==> config.mk <==
export PLATFORM = sky130hd
export DESIGN_NAME = updown_counter_param
export DESIGN_NICKNAME = d
export VERILOG_FILES = /design/src/rtl/updown_counter_param.sv
export SDC_FILE = /design/constraint.sdc
export NUM_CORES = 1
export LEC_CHECK = 0
export CORE_ASPECT_RATIO = 0.9
export CORE_UTILIZATION = 48
export CTS_CLUSTER_DIAMETER = 40
export DETAILED_ROUTE_END_ITERATION = 12
export GPL_ROUTABILITY_DRIVEN = 0
export PLACE_DENSITY = 0.79
export RECOVER_POWER = 100
export SETUP_SLACK_MARGIN = 0.3
export SYNTH_ARGS = -nofsm -noshare
export SYNTH_HDL_FRONTEND = slang
export SYNTH_SLANG_ARGS = --single-unit
export TNS_END_PERCENT = 5
==> constraint.sdc <==
create_clock -name clk -period 3 [get_ports clk]
set_clock_uncertainty 0.15 [all_clocks]
set_input_delay 0.6 -clock clk [delete_from_list [all_inputs] [get_ports clk]]
set_output_delay 0.6 -clock clk [all_outputs]
set_load 0.02 [all_outputs]
==> src/rtl/updown_counter_param.sv <==
// Synchronous up/down counter over 0..MAX_COUNT with wrap/saturate modes,
// clear/load priority, combinational terminal count and a registered wrap pulse.
module updown_counter_param #(
    parameter int WIDTH     = 8,
    parameter int MAX_COUNT = 2**WIDTH - 1
) (
    input  logic             clk,
    input  logic             rst,
    input  logic             en,
    input  logic             up,
    input  logic             sat,
    input  logic             clr,
    input  logic             load,
    input  logic [WIDTH-1:0] d,
    output logic [WIDTH-1:0] q,
    output logic             tc,
    output logic             wrap
);

    localparam logic [WIDTH-1:0] MAX_V = WIDTH'(MAX_COUNT);
    localparam logic [WIDTH-1:0] ONE_V = WIDTH'(1);

    logic [WIDTH-1:0] q_q, q_d;
    logic             wrap_q, wrap_d;
    logic             at_max, at_zero;

    assign at_max  = (q_q == MAX_V);
    assign at_zero = (q_q == '0);

    always_comb begin
        q_d    = q_q;
        wrap_d = 1'b0;
        if (clr) begin
            q_d = '0;
        end else if (load) begin
            // Out-of-range load values clamp so q never leaves 0..MAX_COUNT
            q_d = (d > MAX_V) ? MAX_V : d;
        end else if (en) begin
            if (up) begin
                if (!at_max) begin
                    q_d = q_q + ONE_V;
                end else if (!sat) begin
                    q_d    = '0;
                    wrap_d = 1'b1;
                end
            end else begin
                if (!at_zero) begin
                    q_d = q_q - ONE_V;
                end else if (!sat) begin
                    q_d    = MAX_V;
                    wrap_d = 1'b1;
                end
            end
        end
    end

    always_ff @(posedge clk or negedge rst) begin
        if (!rst) begin
            q_q    <= '0;
            wrap_q <= 1'b0;
        end else begin
            q_q    <= q_d;
            wrap_q <= wrap_d;
        end
    end

    assign q    = q_q;
    assign wrap = wrap_q;
    assign tc   = up ? at_max : at_zero;

endmodule

# --- After elaboration in Yosys (flattened, before gate mapping) ---
# Index checks and enable logic that the tools add are counted.
classes:
  n_addsub: 2
  mul: 0
  div_mod_pow: 0
  magnitude_cmp: 1
  n_eq_ne: 3
  shifts: 0
  mux: 17
  bitwise: 0
  n_reduce_logical: 3
ops:
  columns: ["op", "count"]
  rows:
  - ["8-bit 2-to-1 mux", 9]
  - ["5-bit != test, second input constant", 2]
  - ["8-bit by 1-bit adder with 8-bit output, second input constant", 1]
  - ["8-bit equality test, second input constant", 1]
  - ["8-bit > comparator, second input constant", 1]
  - ["8-bit logical NOT", 1]
  - ["1-bit 2-to-1 mux", 8]
  - ["8-bit by 1-bit subtractor with 8-bit output, second input constant", 1]
  - ["3-bit AND reduction", 1]
  - ["3-bit nonzero test", 1]
word_totals:
  ff_bits: 9
  latchBits: 0
  ram_bits: 0
  rom_bits: 0
  input_bits: 15
  out_inout_bits: 10
  elab_cells: 28
  n_memories: 0

# --- Logic depth before layout (Yosys ltp) ---
depth:
  ltp_word: 6
  ltp_mapped: 7
  depth_no_buf: 7

# --- Worst setup path after synthesis ---
# No wires, ideal clock.
synth_timing:
  kind: "reg-to-output"
  start: "register q_q[0] (netlist: q[0])"
  end: "output port tc"
  arrival_time_ns: 1.677
  required_time_ns: 2.250
  slack_ns: 0.573
  stages_incl_launch_ff: 6
  cell_sequence: "dfrtp_1 -> inv_1 -> ha_1 -> or4b_4 -> nor3_2 -> or2_2"
synth_between:
  elab_chain_len: 2
synth_lines:
  columns: ["element", "line_no", "text"]
  rows:
  - ["start, declared", "23", "logic [WIDTH-1:0] q_q, q_d;"]
  - ["start signal, assigned", "62", "q_q <= q_d;"]
  - ["8-bit equality test / 8-bit logical NOT (equally long branches)", "27, 28", null]
  - ["1-bit 2-to-1 mux (*)", "69", "assign tc = up ? at_max : at_zero;"]
  - ["end, declared", "16", "output logic tc,"]
# Every way passes the cells marked *; elsewhere a longest branch is shown, timed or not.

# --- Worst setup path after layout ---
layout_timing:
  start: "register q_q[1] (netlist: q[1])"
  end: "output port tc"
# The elaborated chain is that of the path after synthesis.

==> metrics.md <==
| Metric | Value |
|---|---|
| Most common cell in the netlist | `dfrtp_1` |
| Drt drc | `0` |
| Clk_lat worst skew | `280 ps` |
| Share of cells above drive strength 1 | `17.9%` |
| Reg2reg end | `q[0]` |
| Period utilisation layout | `91.2%` |
| Critical path type | `flop to primary output` |
| Synth cell count leaders | `dfrtp_1 (9), a211oi_1 (8), inv_1 (6), nand2_1 (6)` |
| RSZ-0062 raised after global routing | `false` |
| Die span in y | `43.9 microns` |
| Crit path time final | `2730 ps` |
| Vias/cell | `6.24` |
| Initial antenna violation count | `0` |
| # placed instances | `163` |
| Hold Violations, Final | `0` |
| Reg2Reg Depth | `8` |
| Die W | `48.5 microns` |
| Remaining antenna violation count | `0` |
| CTS tree | `done` |
| Flops & latches, synth | `9` |
| DP Wirelength | `2000 microns` |
| Pleak | `0.534 nW` |
| Max Root-Sink Buffers | `2` |
| Ys flop type | `dfrtp_1` |
| EDFF count, synth | `0` |
| Routed WL | `2670 microns` |
| Final cell count without fillers | `169` |
| Max-Cap Viols | `0` |
| Synth Warn # | `0` |
| GRT overflow | `0` |
| Ports | `25` |
| Clk sinks | `9` |
| Async S/R FF share, synth | `100%` |
| Vias in the first global route | `950` |
| Largest net degree at the start of global routing | `16` |
| Slew margin rel. | `65.8%` |
| CP Max Fanout | `3` |
| Cell at the root of the clock tree | `clkbuf_4` |
| Hold_buf cts | `0` |
| Slowest-stage cell, CP | `or4b_1` |
| Layout-stage area growth over the synthesis result | `35.9%` |
| Final TNS setup | `0 ps` |
| Synth cell types | `49` |
| Peak VDD IR | `283 uV` |
| Routed via count | `1,055` |
| Total GRT Usage | `27.9%` |
| Hold WC Path Type | `flop to flop` |
| Core area | `1750 sq um` |
| DIE AREA | `2130 sq um` |
| Max-slew violations | `0` |
| Row count | `14` |
| PwrDens | `355 nW/um^2` |
| Drt first pass iters | `4` |
| Crit-path cells | `inv_1 > ha_1 > or4b_1 > nor3_1 > or2_2 > buf_4` |
| Drt initial violations | `55` |
| Required time of the critical path | `2250 ps` |
| Top cell type's share of synthesized area | `24.1%` |
| Initial core utilization | `53.4%` |
| Worst slew pin tran | `510 ps` |
| Inserted Clock Buffers | `3` |
| End of the critical path | `tc` |
| Syn_nets | `128` |
| Final WS setup | `265 ps` |
| Placed Instance Area | `1240 sq um` |
| First-pass GRT wire length | `4440 microns` |
| Cell count after synthesis | `110` |
| Dominant cell type by area after synthesis | `dfrtp_1` |
| Wire length per cell | `15.8 microns` |
| Sequential area share after synthesis | `24.1%` |
| Avg Cell Area, Syn | `8.50 sq um` |
| Crit. Startpoint | `q[1]` |
| Max incr delay on CP | `480 ps` |
| Place WS | `70.6 ps` |
| Port buffer count | `24` |
| Worst EP arrival | `1980 ps` |
| Max Clk Rate | `366 MHz` |
| CP Capture Type | `primary output` |
| Slack of the worst reg-to-reg path | `350 ps` |
| Final Cell Area | `1270 sq um` |
| Setup crit start kind | `flop` |
| Status | `complete, no violations` |
| Inserted Diodes | `0` |
| Clock-pin transition on the worst setup and hold timing paths | `60 ps` |
| Synth Cell Area | `935 sq um` |
| # setup viols final | `0` |
| Fin nets | `164` |
| Top cells by area, synth | `dfrtp_1 (24%), a211oi_1 (6.4%), ha_1 (4.0%)` |
| Depth of the CTS H-tree | `1` |
| Critical R2R Launch | `q[1]` |
## critical path, delay by kind of cell, from the launching register on
family                     cells  cell delay [ps]
DFF                            1              370
adders and majority gates      1              190
and+or+nand+nor                3              910
buffers and inverters          2              240
## layer usage
layer	global-route usage (%)	up-vias	wire [microns]
met5	0	-	0
met1	35.4	501	1120
met2	47.6	51	1270
met4	6.47	0	32
met3	8.07	5	246
li1	-	498	-
## stage by stage
stage / power, mW / util (%) / hold WS, ps
after floorplan: 0.269 / - / 154
after global placement: 0.350 / 71.0 / 495
after detailed placement: 0.353 / 71.0 / 494
after CTS: 0.451 / 72.7 / 491
after global routing: 0.473 / 72.5 / 571
final: 0.451 / 72.5 / 535
## sequential cells by signal (all words and copies together) (netlist names)
| name | flops |
|---|---|
| wrap | 1 |
| q | 8 |
## layout make-up
| cell class | count | area (sq um) |
|---|---|---|
| clock buffers | 4 | 26.3 |
| flip-flops and latches | 9 | 225 |
| inverters | 7 | 26.3 |
| multi-input cells | 86 | 612 |
| fillers | 137 | 482 |
| well taps | 24 | 30.0 |
| repair buffers | 39 | 350 |
## cell families (layout without fill, tap and decap cells)
kind of cell	count (synthesis)	after routing	share of synthesized area (%)
AOI/OAI and AO/OA	38	38	30.1
and+or+nand+nor	38	38	25.4
buffers and inverters	15	50	9.10
DFF	9	9	24.1
xor gates and xnor gates	4	4	3.75
adders and majority gates	3	3	4.02
muxes	3	3	3.48
## how the worst min path moves through the flow
stage / slack, ps / depth (start not counted) / startpoint / endpoint
3_3_place_gp: 500 / 2 / q[0] / q[0]
3_5_place_dp: 490 / 2 / q[0] / q[0]
6_report: 530 / 2 / q[0] / q[0]
5_1_grt: 570 / 2 / q[0] / q[0]
2_1_floorplan: 150 / 0 / rst / q[0]
4_1_cts: 490 / 1 / rst / q[0]
## where the power goes
part           switching, mW  internal (mW)  total, mW
logic                  0.113         0.0989      0.212
clock network         0.0490         0.0517      0.101
registers            0.00608          0.132      0.138
## cells in the final DEF (no fill, tap or decap), drive strengths merged, types with 5 or more instances in the layout
cell           Yosys  layout
a211oi             8       8
buf                5      15
clkbuf             2       5
clkdlybuf4s50      0      13
dfrtp              9       9
dlygate4sd3        1      10
inv                6       6
nand2              6       6
nor3               5       5
o21ai              5       5
## what timing repair did
action,in CTS,in global routing
setup buffers,0,2
resized for setup,6,4
pin swaps,0,2
endpoints found under the setup margin,1,1
Power figures use the tool's default switching activity.
==> edit (config.mk and constraints unchanged) <==
Reset style: synchronous (`rst`), changed in one clocked block.
--- a/src/rtl/updown_counter_param.sv
+++ b/src/rtl/updown_counter_param.sv
@@ -55,5 +55,5 @@
     end
 
-    always_ff @(posedge clk or negedge rst) begin
+    always_ff @(posedge clk) begin
         if (!rst) begin
             q_q    <= '0;
Function: differs if rst is asserted again (counterexample within 4 cycles, from zero or initial values and one cycle with rst low); with rst held inactive, the same outputs for 10 cycles.
==> edit against the unedited design <==
- critical path depth decreased by 1
- count of clock-buffer cells in the layout unchanged
- area after synthesis decreased by 3.3%
- total power decreased by 17%
- sequential cell count unchanged
- setup slack got worse by 2.7 ps
- design area decreased by 3.4%
- clock power decreased by 5%
- routed wire length decreased by 6.4%
- via count decreased by 1.1%
- critical path type is now primary input to primary output
- largest power group unchanged
==> edit: results (changes against the unedited design) <==
| Metric | Value |
|---|---|
| Pin count of the biggest net entering global routing | `18 (was 16)` |
| Library cell contributing the largest single delay on the critical path | `dlygate4sd3_1 (was or4b_1)` |
| All-Layer GR Usage | `0.2674 (was 0.2792)` |
| Most common library cells after synthesis | `dfxtp_1 (9), nand2_1 (9), clkbuf_1 (7), nand3_1 (7) (was dfrtp_1 (9), a211oi_1 (8), inv_1 (6), nand2_1 (6))` |
| Clock edge transition at the registers on the reported setup and hold paths | `60 ps (about the same)` |
| Max layer used | `met4 (unchanged)` |
| Proportion of synthesized flip-flops having asynchronous set or reset | `0 (was 1.000)` |
| Worst-case vdd ir drop | `0.2860 mV (was 0.2828 mV)` |
| Yosys cell types | `50 (was 49)` |
| Routed met2 length | `1182 um (was 1269 um)` |
| Synthesized Nets | `135 (was 128)` |
| Via count | `1,043 (was 1,055)` |
| Post-Route M1 WL | `1181 um (was 1121 um)` |
| Fraction of met1 tracks used by global routing | `0.3702 (was 0.3541)` |
| Fraction of final layout cells with drive strength greater than 1 | `0.1497 (was 0.1793)` |
| Initial DRC Count | `33 (was 55)` |
| Latest clock arrival within the worst-skew pair | `260 ps (was 280 ps)` |
| Flip-flop count of the largest register, all copies and words added | `8 (unchanged)` |
| Result of the run | `complete, no violations (unchanged)` |
| Switching power | `128.0 uW (was 168.3 uW)` |
| Placement-stage cell area | `1202 um2 (was 1244 um2)` |
| Ys flop type | `dfxtp_1 (was dfrtp_1)` |
| Detail Placement HPWL | `1837 um (was 2000 um)` |
| Minimum setup slack after placement | `-132.4 ps (was 70.56 ps)` |
| GRT met2 Usage | `0.4324 (was 0.4761)` |
| Wire length on met3 | `118 um (was 246 um)` |
| Delay-heaviest family, CP | `buffers and inverters (was simple AND/OR/NAND/NOR gates)` |
| DRT Wirelength | `2497 um (was 2669 um)` |
| Met3 capacity usage during global routing | `0.01277 (was 0.08070)` |
| Yosys Warn Count | `0 (unchanged)` |
| P_leak | `0.5045 nW (was 0.5337 nW)` |
| Share of Yosys cell area claimed by the top area cell type | `0.1994 (was 0.2410)` |
| Filler-free cell count of the finished design | `171 (was 169)` |
| First-pass GRT wire length | `3988 um (was 4436 um)` |
| Sequential-to-total area share from yosys stat | `0.1994 (was 0.2410)` |
| Setup bufs post-CTS | `1 (was 0)` |
| Slowest cell delay on critical path | `560 ps (was 480 ps)` |
| Vias in the first global route | `914 (was 950)` |
| Area contributors post-synth | `dfxtp_1 (20%), ha_1 (4.2%), nand3_1 (3.9%) (was dfrtp_1 (24%), a211oi_1 (6.4%), ha_1 (4.0%))` |
| Post-cts resize count | `5 (was 6)` |
| Post-Synthesis Cells | `117 (was 110)` |
| Slew at the pin closest to its max-slew limit | `458.8 ps (was 510.3 ps)` |
| Maximum fanout along the worst path | `3 (unchanged)` |
==> edit: cell types whose count changed after synthesis, moves of 5 or more <==
| cell | before | now |
|---|---|---|
| a211oi_1 | 8 | 2 |
| clkbuf_1 | 1 | 7 |
| dfrtp_1 | 9 | 0 |
| dfxtp_1 | 0 | 9 |
| nand3_1 | 2 | 7 |
==> edit: path summary, 6_finish.rpt <==
path              start    to  slack, ps  cells after the start
setup / recovery     up    tc        260                      5
hold / removal     q[7]  q[7]        560                      3
setup reg to reg   q[1]  q[2]        630                      8
hold reg to reg    q[7]  q[7]        560                      3
==> edit: cell families (layout without fill, tap and decap cells) <==
kind of cell / Yosys count / after routing / share of synthesized area
compound gates: 38 / 38 / 0.3269
xor+xnor: 1 / 1 / 0.009697
buf+inv: 16 / 46 / 0.08448
simple gates: 50 / 50 / 0.3379
fa+ha+maj: 3 / 3 / 0.04156
flops: 9 / 9 / 0.1994
==> edit: worst register-to-register path: stages, from the launching register on <==
cell     delay (ps)
dfxtp_1         310
buf_4           150
inv_1            70
ha_1            170
nor3b_1         340
nand3_2         190
a21bo_1         360
and3_1          230
a311o_1         300
==> edit: power by group through the flow <==
stage                     combinational (mW)  clock (mW)  sequential (mW)
final                                  0.144      0.0962            0.135
after global routing                   0.156       0.104            0.137
after CTS                              0.147      0.0986            0.135
after detailed placement               0.147           0            0.138
after global placement                 0.145           0            0.137
after floorplan                       0.0832           0            0.141
==> edit: layout make-up <==
| cell class | count | area, um2 |
|---|---|---|
| fill | 177 | 490.5 |
| timing repair buffer | 36 | 325.3 |
| sequential | 9 | 180.2 |
| clock buffer | 4 | 26.28 |
| multi-input combinational | 92 | 641.9 |
| inverter | 6 | 22.52 |
| tap | 24 | 30.03 |
